**src/rtl/dpram_arb_2048x16_pkg.sv**
```systemverilog
// dpram_arb_2048x16_pkg: shared defaults and FSM encoding for the SDRAM cache-RAM port-A scheduler
package dpram_arb_2048x16_pkg;
    localparam int RAM_AW = 11;
    localparam int RAM_DW = 16;
    localparam int RAM_BW = RAM_DW / 8;
    localparam int FILL_BURST = 4;
    typedef enum logic [1:0] {
        ST_IDLE = 2'd0,
        ST_CPU  = 2'd1,
        ST_FILL = 2'd2
    } state_t;
endpackage

```
**src/rtl/dpram_arb_2048x16_rr_arb2.sv**
```systemverilog
// dpram_arb_2048x16_rr_arb2: two-way round-robin arbiter, grants only while enabled
module dpram_arb_2048x16_rr_arb2 (
    input  logic       clock,
    input  logic       reset,
    input  logic       en,
    input  logic [1:0] req,
    output logic [1:0] gnt
);
    logic last;  // 1: req[1] was granted most recently, so req[0] wins the next tie
    assign gnt[0] = en && req[0] && (!req[1] || last);
    assign gnt[1] = en && req[1] && (!req[0] || !last);
    always_ff @(posedge clock) begin
        if (reset) last <= 1'b1;
        else if (|gnt) last <= gnt[1];
    end
endmodule

```
**src/rtl/dpram_arb_2048x16.sv**
```systemverilog
// dpram_arb_2048x16: port-A scheduler sharing the cache RAM between CPU word accesses and SDRAM line fills
module dpram_arb_2048x16 import dpram_arb_2048x16_pkg::*; #(
    parameter int AW    = RAM_AW,
    parameter int DW    = RAM_DW,
    parameter int BW    = RAM_BW,
    parameter int BURST = FILL_BURST
) (
    input  logic          clock,
    input  logic          reset,
    input  logic          cpu_req,
    input  logic          cpu_we,
    input  logic [BW-1:0] cpu_be,
    input  logic [AW-1:0] cpu_adr,
    input  logic [DW-1:0] cpu_dat_w,
    output logic          cpu_ack,
    output logic [DW-1:0] cpu_dat_r,
    output logic          cpu_rvalid,
    input  logic          fill_req,
    input  logic [AW-1:0] fill_adr,
    input  logic          fill_dv,
    input  logic [DW-1:0] fill_dat,
    output logic          fill_grant,
    output logic          fill_done,
    output logic          ram_wren,
    output logic [BW-1:0] ram_byteena,
    output logic [AW-1:0] ram_address,
    output logic [DW-1:0] ram_data,
    input  logic [DW-1:0] ram_q
);
    localparam int CW = $clog2(BURST);
    state_t state, state_nx;
    logic [1:0] gnt;
    logic [CW-1:0] cnt;
    logic [AW-CW-1:0] base;
    logic fill_wr, last_word, rd_issue, rd_pend;
    logic unused_adr_lsbs;
    assign unused_adr_lsbs = ^fill_adr[CW-1:0];
    dpram_arb_2048x16_rr_arb2 u_rr_arb2 (
        .clock(clock),
        .reset(reset),
        .en   (state == ST_IDLE),
        .req  ({fill_req, cpu_req}),
        .gnt  (gnt)
    );
    assign fill_wr    = state == ST_FILL && fill_dv;
    assign last_word  = cnt == CW'(BURST - 1);
    assign cpu_ack    = state == ST_CPU;
    assign fill_grant = state == ST_FILL;
    always_comb begin
        state_nx = ST_IDLE;
        case (state)
            ST_IDLE: state_nx = gnt[0] ? ST_CPU : gnt[1] ? ST_FILL : ST_IDLE;
            ST_FILL: state_nx = fill_wr && last_word ? ST_IDLE : ST_FILL;
            default: state_nx = ST_IDLE;
        endcase
    end
    always_ff @(posedge clock) begin
        if (reset) begin
            state       <= ST_IDLE;
            cnt         <= '0;
            base        <= '0;
            ram_wren    <= 1'b0;
            ram_byteena <= '0;
            ram_address <= '0;
            ram_data    <= '0;
            fill_done   <= 1'b0;
            rd_issue    <= 1'b0;
            rd_pend     <= 1'b0;
            cpu_rvalid  <= 1'b0;
            cpu_dat_r   <= '0;
        end else begin
            state      <= state_nx;
            ram_wren   <= 1'b0;
            fill_done  <= fill_wr && last_word;
            // read return: RAM samples at the end of CPU, q valid one cycle later, captured the next
            rd_issue   <= gnt[0] && !cpu_we;
            rd_pend    <= rd_issue;
            cpu_rvalid <= rd_pend;
            if (rd_pend) cpu_dat_r <= ram_q;
            if (gnt[1]) base <= fill_adr[AW-1:CW];
            if (gnt[0]) begin
                ram_address <= cpu_adr;
                ram_wren    <= cpu_we;
                ram_byteena <= cpu_we ? cpu_be : '0;
                ram_data    <= cpu_dat_w;
            end else if (fill_wr) begin
                ram_address <= {base, cnt};
                ram_wren    <= 1'b1;
                ram_byteena <= '1;
                ram_data    <= fill_dat;
                cnt         <= cnt + 1'b1;
            end
        end
    end
endmodule

```
**config.mk**
```make
export PLATFORM = sky130hd
export DESIGN_NAME = dpram_arb_2048x16
export DESIGN_NICKNAME = d
export VERILOG_FILES = /design/src/rtl/dpram_arb_2048x16_pkg.sv /design/src/rtl/dpram_arb_2048x16_rr_arb2.sv /design/src/rtl/dpram_arb_2048x16.sv
export SDC_FILE = /design/constraint.sdc
export NUM_CORES = 1
export LEC_CHECK = 0
export CELL_PAD_IN_SITES_DETAIL_PLACEMENT = 0
export CELL_PAD_IN_SITES_GLOBAL_PLACEMENT = 1
export CORE_ASPECT_RATIO = 0.5
export CORE_UTILIZATION = 32
export DETAILED_ROUTE_END_ITERATION = 10
export PLACE_DENSITY_LB_ADDON = 0.1
export REMOVE_ABC_BUFFERS = 1
export SYNTH_ARGS = -nofsm -noshare
export SYNTH_HDL_FRONTEND = slang
export SYNTH_HIERARCHICAL = 1
export SYNTH_SLANG_ARGS = --single-unit
```
**constraint.sdc**
```tcl
create_clock -name clock -period 2.5 [get_ports clock]
set_input_delay 0.375 -clock clock [delete_from_list [all_inputs] [get_ports clock]]
set_output_delay 0.375 -clock clock [all_outputs]
set_load 0.03 [all_outputs]
```
; Word-level counts from Yosys, hierarchy flattened
; Cells that the tools add are included.
; Widths: inputs -> output; s select.
[op_classes]
addsub = 1
eq_ne = 3
muxes = 13
bitwise = 1
n_reduce_logical = 17
[ops]
columns = cell, n
row1 = $mux 16, 2
row2 = $mux 11, 2
row3 = $mux 2, 6
row4 = $logic_and 1x1->1, 7
row5 = $eq 2x2->1 const B, 2
row6 = $logic_not 1->1, 4
row7 = $pmux 2 s2, 1
row8 = $add 2x1->2 const B, 1
row9 = $eq 2x1->1 const B, 1
row10 = $logic_not 2->1, 1
row11 = $logic_or 1x1->1, 2
row12 = $mux 1, 2
row13 = $reduce_and 2->1, 1
row14 = $reduce_bool 2->1, 1
row15 = $reduce_or 2->1, 1
row16 = $not 1->1, 1
[word_totals]
ff_bits = 64
inputBits = 78
out_inout_bits = 50
elab_cells = 48

; Logic depth before layout (Yosys ltp)
[depth]
word_depth = 6
depth_mapped = 7

; By module
; The synthesis kept the hierarchy.
[by_module_without_submodules]
columns = module, instances, cells_per_inst, area_per_inst_um2
row1 = dpram_arb_2048x16, 1, 273, 2695.1
row2 = dpram_arb_2048x16_rr_arb2, 1, 8, 58.8

; Least setup slack after synthesis
; Ideal clock, no wire load.
[synth_path]
kind = register to register
start = reg state[0]
end = reg ram_data[5]
setup_time_ps = 152
arrival_ps = 1472
setup_slack_ps = 876
stages_incl_launch_ff = 7
n_path_buf = 2
period_less_slack_ps = 1624
cell_sequence = dfxtp_1 nor2_1 nand2_1 a21oi_1 clkbuf_1 clkbuf_1 a221oi_2
[synth_between]
elab_chain_len = 4
word_cells_on_any_way = 7
[synth_rtl]
columns = item, line_no
row1 = from (decl), dpram_arb_2048x16.sv:31  ; state_t state, state_nx;
row2 = from (signal assigned), dpram_arb_2048x16.sv:72  ; state <= state_nx;
row3 = $logic_not 2->1 (*), dpram_arb_2048x16.sv:41  ; .en (state == ST_IDLE),
row4 = $logic_and 1x1->1 (*) (2 in a row), dpram_arb_2048x16_rr_arb2.sv:10  ; assign gnt[0] = en && req[0] && (!req[1] || last);
row5 = net gnt[0], dpram_arb_2048x16.sv:32  ; logic [1:0] gnt;
row6 = $mux 16 / $reduce_bool 2->1 (equally long branches), -
row7 = to (signal assigned), dpram_arb_2048x16.sv:85  ; ram_data <= cpu_dat_w;
row8 = to (signal assigned), dpram_arb_2048x16.sv:90  ; ram_data <= fill_dat;
row9 = to (decl), dpram_arb_2048x16.sv:27  ; output logic [DW-1:0] ram_data,
; Mark *: on every way through the listed nets, which the timed path passes. The rest lies on a longest branch.
; A chain may end at the register's enable or synchronous reset.

; Final worst setup path
[layout_path]
start = reg state[1]
end = out fill_grant
[layout_between]
elab_chain_len = 1
[layout_rtl]
columns = item, line_no
row1 = $eq 2x2->1, dpram_arb_2048x16.sv:48  ; assign fill_grant = state == ST_FILL;
row2 = to (decl), dpram_arb_2048x16.sv:22  ; output logic fill_grant,
; Every way passes these cells.

==> flow_metrics.env <==
export IMPL_skew_ns=0.003422
export IMPL_syn_inst=281
export IMPL_status="completed"
export IMPL_synth_xor_area_share_pct=0
export IMPL_ant_nets=0
export IMPL_final_max_slew_violation_count=0
export IMPL_cts_buffer_depth=2
export IMPL_gp_congestion=0.7090
export IMPL_worst_slew_pin_slew_ns=0.8950
export IMPL_placed_area_um2=4116
export IMPL_insertion_delay_ns=0.32
export IMPL_drc=0
export IMPL_vias=2410
export IMPL_mostFrequentLayoutCells="124 x clkdlybuf4s50_1, 64 x dfxtp_1, 31 x nor2_1"
export IMPL_initial_core_util_pct=33.70
export IMPL_antenna_found_initial=0
export IMPL_post_route_cell_area_um2=4449
export IMPL_dr_pass1_iters=4
export IMPL_grt_pass1_vias=2421
export IMPL_arrival_ns=1.63
export IMPL_grt_ovfl_total=0
export IMPL_path_cells="nor2b_1 -> clkdlybuf4s50_1"
export IMPL_syn2layout_area_growth_pct=61.56
export IMPL_p_per_area_nw_per_um2=747.3
export IMPL_cts_resized=0
export IMPL_timing_setup_tns_ns=0
export IMPL_synth_warnings=6
export IMPL_critPathTopFamily="buffers and inverters"
export IMPL_wl_met2_um=3367
export IMPL_ios=128
export IMPL_top_layer_used="met4"
export IMPL_clk_pin_slew_ns=0.05
export IMPL_setup_violations=0
export IMPL_r2r_setup_slack_ns=0.82
export IMPL_yosysSeqAreaShare_pct=46.52
export IMPL_pre_cts_ws_ns=0.4917
export IMPL_r2r_start="state[0]"
export IMPL_p_leak_nw=1.705
export IMPL_htreeDepth=3
export IMPL_wire_per_inst_um=13.46
export IMPL_routed_wl_um=6997
export IMPL_diodes=0
export IMPL_hpwl_um=4910
export IMPL_ys_types=28
export IMPL_wl_met1_um=3156
export IMPL_dr_wl_met3_um=400
export IMPL_synth_compound_area_share_pct=22.81
export IMPL_rsz0062_at_grt="false"
export IMPL_cts_tree="yes"
export IMPL_cap_violations=0
export IMPL_grt_pass1_wl_um=11500
export IMPL_min_delay_start="rd_issue"
export IMPL_holdBufCountCts=0
export IMPL_cp_slowest_cell="clkdlybuf4s50_1"
export IMPL_crit_path_end_kind="primary output"
export IMPL_synthAdderAreaFrac_pct=0.4543
export IMPL_synth_top_family_by_area="compound AO/OA/AOI/OAI gates"
export IMPL_clockRootBuffer="clkbuf_16"
export IMPL_required_ns=2.12
export IMPL_chipHeight_um=67.60
export IMPL_core_rowCount=23
export IMPL_critPathLaunchType="register"
export IMPL_synthMuxAreaShare_pct=9.450
export IMPL_synthesis_area_um2=2754
export IMPL_cp_depth=2
export IMPL_coreArea_um2=8173
export IMPL_initialDrtViolationCount=43
export IMPL_critical_path_max_stage_delay_ns=0.68
export IMPL_cp_startpoint="state[1]"
export IMPL_ir_drop_mv=0.5167
export IMPL_crit_path_max_fanout=9
export IMPL_critPathBufInv=1
export IMPL_dieWidth_um=133.2
export IMPL_cts_made_buffers=9
export IMPL_yosys_area_share_simple_pct=11.81
export IMPL_grt_max_degree=40
export IMPL_drive_above_1_share_pct=16.18
export IMPL_path_class="reg2out"
export IMPL_hold_class="reg2reg"
export IMPL_min_period_ns=2.007
export IMPL_crit_path_end="fill_grant"
export IMPL_fin_crit_sh_pct=80.27
export IMPL_layout_commonest_cell="clkdlybuf4s50_1"
export IMPL_io_buffers=125
export IMPL_vias_per_cell=4.635
export IMPL_nNetsFinal=482
export IMPL_hold_violations=0
export IMPL_cts_setup_buffers=0
export IMPL_r2r_cells=6
export IMPL_fp_dieArea_um2=9003
export IMPL_regToRegEndpoint="ram_address[5]"
export IMPL_ys_ff_latch=64
export IMPL_worst_slack_ns=0.4933
export IMPL_avgSynthCellArea_um2=9.800
export IMPL_fmax_ghz=0.4983
export IMPL_track_usage_pct=16.32
export IMPL_cts_sinks=64
export IMPL_relSlewSlack_pct=40.25
kinds of logic (layout without fill, tap and decap cells):
kind of cell    Yosys count  in the layout
flops                    64             64
compound gates           64             64
mux                      26             26
simple gates             75             75
buf+inv                  51            178
fa+ha+maj                 1              1
metrics by stage:
step	hold WS [ns]	power, mW	util (%)	std cells
finish	0.4400	3.325	54.44	520
global route	0.4662	3.476	54.44	520
CTS	0.4436	3.369	54.44	520
detailed placement	0.4301	1.987	50.37	504
global placement	0.4296	1.969	50.37	504
floorplan	0.4138	1.628	-	258
power by group:
group          leakage, nW  internal [mW]  switching [mW]
Sequential           0.525           1.11          0.0545
Clock                0.159          0.929           0.439
Combinational         1.02          0.381           0.409
how the worst min path moves through the flow:
stage,depth (start not counted),slack (ns),to
after floorplan,1,0.41,rd_pend
after global placement,1,0.43,rd_pend
after detailed placement,1,0.43,rd_pend
after CTS,1,0.44,rd_pend
after global routing,1,0.47,rd_pend
final,1,0.44,rd_pend
synthesized netlist by cell type, drive strengths merged:
library cell / count / area share (%)
mux2i: 26 / 9.5
nor3: 2 / 0.36
buf: 11 / 3.5
ha: 1 / 0.45
nand2b: 2 / 0.45
and3b: 1 / 0.32
nand3: 1 / 0.18
a221oi: 28 / 13
dfxtp: 64 / 47
a211o: 1 / 0.32
nand3b: 1 / 0.27
nor2: 31 / 4.2
nor2b: 4 / 0.91
inv: 28 / 3.8
o311a: 1 / 0.36
a21oi: 31 / 8.2
clkbuf: 12 / 1.6
o31a: 1 / 0.32
o21ai: 2 / 0.36
and2b: 1 / 0.27
and4bb: 1 / 0.45
nor3b: 1 / 0.27
nand2: 30 / 4.1
final cells by class:
class | count | area [um^2]
clock buffer | 12 | 256.5
inverter | 28 | 105.1
fill | 721 | 3724
clock inverter | 4 | 76.32
sequential | 64 | 1281
tap | 112 | 140.1
timing repair buffer | 134 | 1351
multi-input combinational | 166 | 1239
state kept, by name, summed over array words and instances (netlist names), 2 cells and up:
name / cells
ram_address: 11
ram_byteena: 2
state: 2
cpu_dat_r: 16
ram_data: 16
cnt: 2
base: 9
per-layer routing:
layer	global-route usage, %	vias up
li1	-	1207
met1	18.72	1123
met2	29.65	71
met3	5.180	9
met4	5.114	0
met5	0	-
worst reg2reg max path, cell delays in order (launching register included):
cell and delay, ns:
dfxtp_1 0.37, nor2_1 0.20, nand2_1 0.13, a21oi_4 0.24
buf_12 0.29, a21oi_1 0.07, a221oi_1 0.26
Power figures use the tool's default switching activity.
